**config.mk**
```make
export PLATFORM = sky130hd
export DESIGN_NAME = mini_alu_mc_flat
export DESIGN_NICKNAME = d
export VERILOG_FILES = /design/src/rtl/mini_alu_mc_pkg.sv /design/src/rtl/mini_alu_mc_if.sv /design/src/rtl/mini_alu_mc_seq_mul.sv /design/src/rtl/mini_alu_mc.sv /design/src/flat_wrapper.sv
export SDC_FILE = /design/constraint.sdc
export NUM_CORES = 2
export LEC_CHECK = 0
export ABC_CLOCK_PERIOD_IN_PS = 18500
export CAP_MARGIN = 20
export CORE_UTILIZATION = 45
export CTS_BUF_LIST = sky130_fd_sc_hd__clkbuf_8
export DETAILED_ROUTE_END_ITERATION = 10
export SYNTH_ARGS = -nofsm -noshare
export SYNTH_HDL_FRONTEND = slang
export SYNTH_SLANG_ARGS = --single-unit
```
**constraint.sdc**
```tcl
create_clock -name Clock -period 18.5 [get_ports Clock]
set_clock_uncertainty 0.2 [all_clocks]
set_input_delay 2.775 -clock Clock [delete_from_list [all_inputs] [get_ports Clock]]
set_output_delay 2.775 -clock Clock [all_outputs]
set_load 0.01 [all_outputs]
```
**src/rtl/mini_alu_mc_pkg.sv**
```systemverilog
// Shared opcodes, execute-state encoding and instruction field offsets for mini_alu_mc.
// IMUL support is enabled by the MINI_ALU_MC_MUL_EN macro (see mini_alu_mc.sv).
package mini_alu_mc_pkg;

  localparam int unsigned OPC_W = 4;

  localparam logic [OPC_W-1:0] OP_NOP  = 4'd0;
  localparam logic [OPC_W-1:0] OP_LED  = 4'd1;
  localparam logic [OPC_W-1:0] OP_BLE  = 4'd2;
  localparam logic [OPC_W-1:0] OP_STO  = 4'd3;
  localparam logic [OPC_W-1:0] OP_ADD  = 4'd4;
  localparam logic [OPC_W-1:0] OP_JMP  = 4'd5;
  localparam logic [OPC_W-1:0] OP_SUB  = 4'd6;
  localparam logic [OPC_W-1:0] OP_IMUL = 4'd7;
  localparam logic [OPC_W-1:0] OP_HLT  = 4'd8;

  typedef enum logic [1:0] {
    ST_RUN  = 2'd0,
    ST_MUL  = 2'd1,
    ST_HALT = 2'd2
  } state_e;

  // Instruction word is {opcode, dest, src1, src0}, MSB first.
  function automatic int unsigned src0_lsb(input int unsigned aw);
    return 0;
  endfunction

  function automatic int unsigned src1_lsb(input int unsigned aw);
    return aw;
  endfunction

  function automatic int unsigned dest_lsb(input int unsigned aw);
    return 2 * aw;
  endfunction

  function automatic int unsigned opc_lsb(input int unsigned aw);
    return 3 * aw;
  endfunction

endpackage

```
**src/rtl/mini_alu_mc_if.sv**
```systemverilog
// Instruction-fetch and status bundle between mini_alu_mc and its ROM/observer.
interface mini_alu_mc_if #(
  parameter int unsigned ADDR_W = 8,
  parameter int unsigned IP_W   = 16,
  parameter int unsigned LED_W  = 8
);
  import mini_alu_mc_pkg::*;

  logic [OPC_W+3*ADDR_W-1:0] iInstruction;
  logic [IP_W-1:0]           oIP;
  logic [LED_W-1:0]          oLed;
  logic                      oBusy;
  logic                      oHalted;

  modport master (
    output iInstruction,
    input  oIP, oLed, oBusy, oHalted
  );

  modport slave (
    input  iInstruction,
    output oIP, oLed, oBusy, oHalted
  );

endinterface

```
**src/rtl/mini_alu_mc_seq_mul.sv**
```systemverilog
// Unsigned shift-add multiplier: one partial product per cycle, DATA_W cycles per operation.
module seq_mul #(
  parameter int unsigned DATA_W = 16
) (
  input  logic              clk_i,
  input  logic              rst_i,
  input  logic              start_i,
  input  logic [DATA_W-1:0] a_i,
  input  logic [DATA_W-1:0] b_i,
  output logic              busy_o,
  output logic              done_c_o,
  output logic [DATA_W-1:0] product_c_o
);

  localparam int unsigned CNT_W = $clog2(DATA_W) + 1;

  logic [DATA_W-1:0] mcand_q;
  logic [DATA_W-1:0] mplier_q;
  logic [DATA_W-1:0] acc_q;
  logic [DATA_W-1:0] addend;
  logic [CNT_W-1:0]  cnt_q;
  logic              busy_q;

  // Product includes the step taken at the final edge, so the result is ready as busy drops.
  assign addend      = mplier_q[0] ? mcand_q : '0;
  assign product_c_o = acc_q + addend;
  assign done_c_o    = busy_q && (cnt_q == CNT_W'(DATA_W - 1));
  assign busy_o      = busy_q;

  always_ff @(posedge clk_i) begin
    if (rst_i) begin
      busy_q   <= 1'b0;
      cnt_q    <= '0;
      mcand_q  <= '0;
      mplier_q <= '0;
      acc_q    <= '0;
    end else if (start_i && !busy_q) begin
      busy_q   <= 1'b1;
      cnt_q    <= '0;
      mcand_q  <= a_i;
      mplier_q <= b_i;
      acc_q    <= '0;
    end else if (busy_q) begin
      acc_q    <= product_c_o;
      mcand_q  <= mcand_q << 1;
      mplier_q <= mplier_q >> 1;
      cnt_q    <= cnt_q + CNT_W'(1);
      if (done_c_o) busy_q <= 1'b0;
    end
  end

endmodule

```
**src/rtl/mini_alu_mc.sv**
```systemverilog
// Two-stage (fetch/execute) accumulator-less ALU core with a 2^ADDR_W-entry register file.
// Define MINI_ALU_MC_MUL_EN to build the multi-cycle IMUL; otherwise IMUL runs as NOP.
module mini_alu_mc
  import mini_alu_mc_pkg::*;
#(
  parameter int unsigned DATA_W = 16,
  parameter int unsigned ADDR_W = 8,
  parameter int unsigned IP_W   = 16,
  parameter int unsigned LED_W  = 8
) (
  input  logic          Clock,
  input  logic          Reset,
  mini_alu_mc_if.slave  bus
);

  localparam int unsigned INSTR_W  = OPC_W + 3 * ADDR_W;
  localparam int unsigned SRC0_LSB = src0_lsb(ADDR_W);
  localparam int unsigned SRC1_LSB = src1_lsb(ADDR_W);
  localparam int unsigned DEST_LSB = dest_lsb(ADDR_W);
  localparam int unsigned OPC_LSB  = opc_lsb(ADDR_W);

  state_e              state_q, state_d;
  logic [INSTR_W-1:0]  ir_q, ir_d;
  logic [IP_W-1:0]     ip_q, ip_d;
  logic [LED_W-1:0]    led_q, led_d;
  logic                halted_q;

  logic [DATA_W-1:0]   rf [2**ADDR_W];
  logic                rf_we;
  logic [DATA_W-1:0]   rf_wdata;

  logic [OPC_W-1:0]    opc;
  logic [ADDR_W-1:0]   dest, src1, src0;
  logic [DATA_W-1:0]   rs1, rs0;
  logic [2*ADDR_W-1:0] imm;

  logic                mul_done_c;
  logic [DATA_W-1:0]   mul_product_c;

  assign opc  = ir_q[OPC_LSB  +: OPC_W];
  assign dest = ir_q[DEST_LSB +: ADDR_W];
  assign src1 = ir_q[SRC1_LSB +: ADDR_W];
  assign src0 = ir_q[SRC0_LSB +: ADDR_W];
  assign imm  = {src1, src0};
  assign rs1  = rf[src1];
  assign rs0  = rf[src0];

`ifdef MINI_ALU_MC_MUL_EN
  logic mul_start;
  logic mul_busy;

  seq_mul #(
    .DATA_W (DATA_W)
  ) u_seq_mul (
    .clk_i       (Clock),
    .rst_i       (Reset),
    .start_i     (mul_start),
    .a_i         (rs1),
    .b_i         (rs0),
    .busy_o      (mul_busy),
    .done_c_o    (mul_done_c),
    .product_c_o (mul_product_c)
  );

  assign bus.oBusy = mul_busy;
`else
  assign mul_done_c    = 1'b0;
  assign mul_product_c = '0;
  assign bus.oBusy     = 1'b0;
`endif

  // Execute decode and fetch control; IR/IP advance only in ST_RUN or as IMUL completes.
  always_comb begin
    state_d  = state_q;
    ir_d     = ir_q;
    ip_d     = ip_q;
    led_d    = led_q;
    rf_we    = 1'b0;
    rf_wdata = '0;
`ifdef MINI_ALU_MC_MUL_EN
    mul_start = 1'b0;
`endif
    case (state_q)
      ST_RUN: begin
        ir_d = bus.iInstruction;
        ip_d = ip_q + IP_W'(1);
        case (opc)
          OP_ADD: begin
            rf_we    = 1'b1;
            rf_wdata = rs1 + rs0;
          end
          OP_SUB: begin
            rf_we    = 1'b1;
            rf_wdata = rs1 - rs0;
          end
          OP_STO: begin
            rf_we    = 1'b1;
            rf_wdata = DATA_W'(imm);
          end
          OP_LED: led_d = rs1[LED_W-1:0];
          OP_JMP: begin
            ip_d = IP_W'(dest);
            ir_d = '0;
          end
          OP_BLE: begin
            if (rs1 <= rs0) begin
              ip_d = IP_W'(dest);
              ir_d = '0;
            end
          end
`ifdef MINI_ALU_MC_MUL_EN
          OP_IMUL: begin
            mul_start = 1'b1;
            state_d   = ST_MUL;
            ir_d      = ir_q;
            ip_d      = ip_q;
          end
`endif
          OP_HLT: begin
            state_d = ST_HALT;
            ir_d    = ir_q;
            ip_d    = ip_q;
          end
          default: ;
        endcase
      end
      ST_MUL: begin
        if (mul_done_c) begin
          rf_we    = 1'b1;
          rf_wdata = mul_product_c;
          state_d  = ST_RUN;
          ir_d     = bus.iInstruction;
          ip_d     = ip_q + IP_W'(1);
        end
      end
      ST_HALT: ;
      default: state_d = ST_RUN;
    endcase
  end

  always_ff @(posedge Clock) begin
    if (Reset) begin
      state_q  <= ST_RUN;
      ir_q     <= '0;
      ip_q     <= '0;
      led_q    <= '0;
      halted_q <= 1'b0;
    end else begin
      state_q  <= state_d;
      ir_q     <= ir_d;
      ip_q     <= ip_d;
      led_q    <= led_d;
      halted_q <= (state_d == ST_HALT);
    end
  end

  // Register file is not reset; Reset only suppresses a pending write.
  always_ff @(posedge Clock) begin
    if (rf_we && !Reset) rf[dest] <= rf_wdata;
  end

  assign bus.oIP     = ip_q;
  assign bus.oLed    = led_q;
  assign bus.oHalted = halted_q;

endmodule

```
**src/flat_wrapper.sv**
```systemverilog
// flat-port wrapper written by rule: the top's interface ports become plain ports
module mini_alu_mc_flat import mini_alu_mc_pkg::*;
#(
  parameter int unsigned DATA_W = 16,
  parameter int unsigned ADDR_W = 8,
  parameter int unsigned IP_W   = 16,
  parameter int unsigned LED_W  = 8
)
  (Clock, Reset, bus_iInstruction, bus_oIP, bus_oLed, bus_oBusy, bus_oHalted);
  mini_alu_mc_if #(.ADDR_W(ADDR_W), .IP_W(IP_W), .LED_W(LED_W)) bus_i ();
  input  logic Clock;
  input  logic Reset;
  input wire logic [$bits(bus_i.iInstruction)-1:0] bus_iInstruction;
  output wire logic [$bits(bus_i.oIP)-1:0] bus_oIP;
  output wire logic [$bits(bus_i.oLed)-1:0] bus_oLed;
  output wire logic [$bits(bus_i.oBusy)-1:0] bus_oBusy;
  output wire logic [$bits(bus_i.oHalted)-1:0] bus_oHalted;
  assign bus_i.iInstruction = bus_iInstruction;
  assign bus_oIP = bus_i.oIP;
  assign bus_oLed = bus_i.oLed;
  assign bus_oBusy = bus_i.oBusy;
  assign bus_oHalted = bus_i.oHalted;
  mini_alu_mc #(.DATA_W(DATA_W), .ADDR_W(ADDR_W), .IP_W(IP_W), .LED_W(LED_W)) u_core (.Clock(Clock), .Reset(Reset), .bus(bus_i));
endmodule
```
==> impl_metrics.tcl <==
set metrics [dict create \
    crit_fanout 98 \
    synth-edff-count 4096 \
    switching_share_pct 33.64 \
    syn_to_final_growth_pct 11.47 \
    io_pins 56 \
    vias_per_cell 6.940 \
    nets 9469 \
    use_met2_pct 46.57 \
    pwr-share-clk_pct 28.8 \
    path_common_cell "buf_4" \
    period_minus_slack_ps 10720 \
    grt_pass1_wl_mm 898.4 \
    fmaxAchievable_mhz 93.32 \
    met1_usage_pct 39.76 \
    io_buffers 54 \
    clk_latency_ps 1280 \
    yosysUniqueCellTypes 73 \
    yosys_warnings 0 \
    die_area_sq_um 431500 \
    drt-initial-drc-count 16763 \
    multi_input_area_sq_um 66520 \
    use_met3_pct 7.470 \
    die_w_microns 656.9 \
    clock-sinks 4167 \
    ys_seq_area_share_pct 64.47 \
    core-area_sq_um 427000 \
    tns_ps 0 \
    relSlewSlack_pct -2.903 \
    hold_class "register to register" \
    cts_resized 0 \
    syn-cell-area_sq_um 193000 \
    grt_overflow 0 \
    firstDrtPassIters 5 \
    dp_slack_ps 7744 \
    status "complete, but fails checks" \
    internal_power_w 0.01797 \
    critPathCaptureType "register" \
    path_clk_slew_ps 60 \
    routed_wl_mm 653.3 \
    initial_core_util_pct 45.20 \
    slew_violations 2 \
    htreeDepth 6 \
    failed_checks "slew limit" \
    clock_tree.root_cell "clkbuf_8" \
    grt_pass1_vias 110772 \
    hpwl_mm 395.3 \
    clock_path_buffers 4 \
    cts_setup_buffers 0 \
    antenna_found_initial 32 \
    rsz0062_at_grt "false" \
    cts_hold_buf 0 \
    synthArstFlopShare_pct 0 \
    row_count 240 \
    ys.flop_type "edfxtp_1" \
    period_share_pct 57.92 \
    final_layout_size_suffix_gt1_share_pct 40.72 \
    seqPwrFrac_pct 42.1 \
    fp.dieH_microns 656.9 \
    worst_pin_slew_ps 1544 \
    regArea_sq_um 124500 \
    synthCells 8985 \
    top_usage_layer "met2" \
    grt_max_degree 213 \
    setup_slack_ps 7784 \
    cp.arrival_ps 11400 \
    max_stage_delay_ps 950 \
    critPathKind "register to register" \
    drtAntennaViolNets 0 \
    power_density_nw_per_um2 125.9 \
    ir_drop_mv 0.09568 \
    ys_seq_elements 4167 \
    crit_required_ps 19190 \
    critPathSlowestCell "dfxtp_4" \
    grt.total_usage_pct 29.97 \
    crit_chain "buf_12, buf_4, buf_4, mux4_2, mux4_2, a22oi_1, nand2_1, a22oi_1, o221a_2, ha_1, nor3b_1, nor3_1, o22ai_1, o31ai_1, a221oi_1, or3_1, and3_1, a31oi_4, buf_4, buf_4" \
    routabilityCongestion 0.9420 \
    finalSetupViolCount 0 \
    cap_violations 0 \
    cp-start-kind "register" \
    synth_nets 9049 \
    wire_per_inst_microns 41.75 \
    finalHoldViolations 0 \
    nFillCells 33893 \
    power_switching_w 0.009112 \
    syn_avg_cell_area_sq_um 21.48 \
    drc 0 \
    cts_buffers 697 \
    p_leak_nw 66.44 \
    dr_total_vias 108608 \
    cts_tree "yes" \
    combPwrFrac_pct 29.2 \
]
per-layer routing:
layer | part of all wire, % | up-vias
li1 | - | 40851
met4 | 5.6 | 24
met1 | 37 | 59274
met2 | 47 | 7039
met3 | 11 | 1420
met5 | 0.033 | -
worst max-delay path: cells and delay by family (launching register included):
family | cells | cell delay [ps]
AO/OA/AOI/OAI | 7 | 2240
adder cells (fa/ha/maj) | 1 | 340
buffers and inverters | 5 | 3530
flip-flops | 1 | 950
multiplexers | 2 | 890
AND/OR/NAND/NOR | 5 | 1460
placed cells by master, fill, tap and decap left out, types with 70 or more instances in the layout:
| cell | n |
|---|---|
| nand2_1 | 201 |
| clkinv_2 | 74 |
| a22oi_1 | 172 |
| mux4_2 | 2423 |
| clkbuf_8 | 704 |
| nor2_4 | 172 |
| clkinv_1 | 170 |
| nor2_2 | 101 |
| nor2_1 | 92 |
| a21oi_1 | 75 |
| a221oi_1 | 71 |
| inv_1 | 226 |
| edfxtp_1 | 4096 |
| mux2i_1 | 95 |
| buf_4 | 349 |
| a22o_1 | 70 |
power groups by stage:
stage               logic, W  registers, W  clock network [W]
floorplan            0.00476        0.0117                  0
global placement     0.00770        0.0116                  0
detailed placement   0.00778        0.0116                  0
CTS                  0.00779        0.0114            0.00787
global route         0.00814        0.0114            0.00824
finish               0.00791        0.0114            0.00779
flip-flops by register name, indices dropped and copies added, names as in the netlist, named ones only:
name and count:
u_core.bus.oHalted 1, u_core.bus.oIP 16, u_core.bus.oLed 8, u_core.ir_q 28, u_core.rf 4096, u_core.state_q 2
synth_stat cells, drive strengths merged (5+ instances only):
library cell  number  area share (%)
nand2b            16           0.052
nor2b             29           0.094
xor2              11           0.050
a221oi            71            0.32
nand2            210            0.41
nand3             69            0.18
nor4              20           0.065
dfxtp             71            0.74
a32oi             11           0.050
or2                5           0.016
mux2               6           0.035
xnor2             12           0.054
a21oi             75            0.19
a22oi            172            0.67
mux4            2423              28
edfxtp          4096              64
nor3b              7           0.030
nor2             365            0.71
ha                32            0.21
a211oi            12           0.049
nand4             22           0.071
buf              457             1.4
nor3              43            0.11
o221a             14           0.082
inv               34           0.066
o221ai            16           0.073
a2111oi            7           0.032
a22o              76            0.34
and3              19           0.062
o21bai             6           0.023
a21o               9           0.035
mux2i             95            0.49
o21ai             43            0.11
o22ai             38            0.12
o31ai              8           0.031
a31oi             25           0.081
o211ai            15           0.058
a32o               5           0.026
a311oi             6           0.027
o311ai             6           0.027
or3                8           0.026
and2              15           0.049
clkbuf           267            0.52
path summary, 6_finish.rpt:
kind	from	slack, ps	end	depth (start not counted)
max	register	7780	u_core.rf[156][15]	20
min	u_core.state_q[1]	280	u_core.state_q[0]	1
max reg2reg	register	7780	u_core.rf[156][15]	20
min reg2reg	u_core.state_q[1]	280	u_core.state_q[0]	1
cell type report:
cell class	count	area share (%)
Antenna cell	15	0.01745
Clock buffer	704	4.504
Multi-Input combinational cell	4060	30.92
Sequential cell	4167	57.85
Tap cell	5687	3.308
Timing Repair Buffer	445	1.884
Inverter	34	0.06049
Clock inverter	537	1.451
through the flow:
| step | cell area [sq um] | util [%] | hold WS, ps | total power, W | std cells |
|---|---|---|---|---|---|
| after global placement | 201800 | 47.27 | 247.2 | 0.01927 | 14372 |
| after CTS | 214900 | 50.32 | 277.9 | 0.02704 | 15625 |
| after global routing | 215100 | 50.37 | 316.0 | 0.02777 | 15636 |
| after floorplan | 193000 | - | 236.1 | 0.01647 | 8985 |
| after detailed placement | 202100 | 47.32 | 260.0 | 0.01936 | 14384 |
| final | 215100 | 50.38 | 277.8 | 0.02709 | 15649 |
cell families (layout without fill, tap and decap cells):
| kind of cell | after synthesis | after routing | synth area share [%] |
|---|---|---|---|
| AOI/OAI and AO/OA | 637 | 637 | 2.464 |
| xor gates and xnor gates | 23 | 23 | 0.1044 |
| adders and majority gates | 34 | 34 | 0.2282 |
| buffers and inverters | 758 | 1720 | 1.997 |
| DFF | 4167 | 4167 | 64.47 |
| muxes | 2524 | 2524 | 28.80 |
| other | 1 | 16 | 0.001943 |
| and+or+nand+nor | 841 | 841 | 1.931 |
No activity file was read; power rests on OpenSTA's default activity.
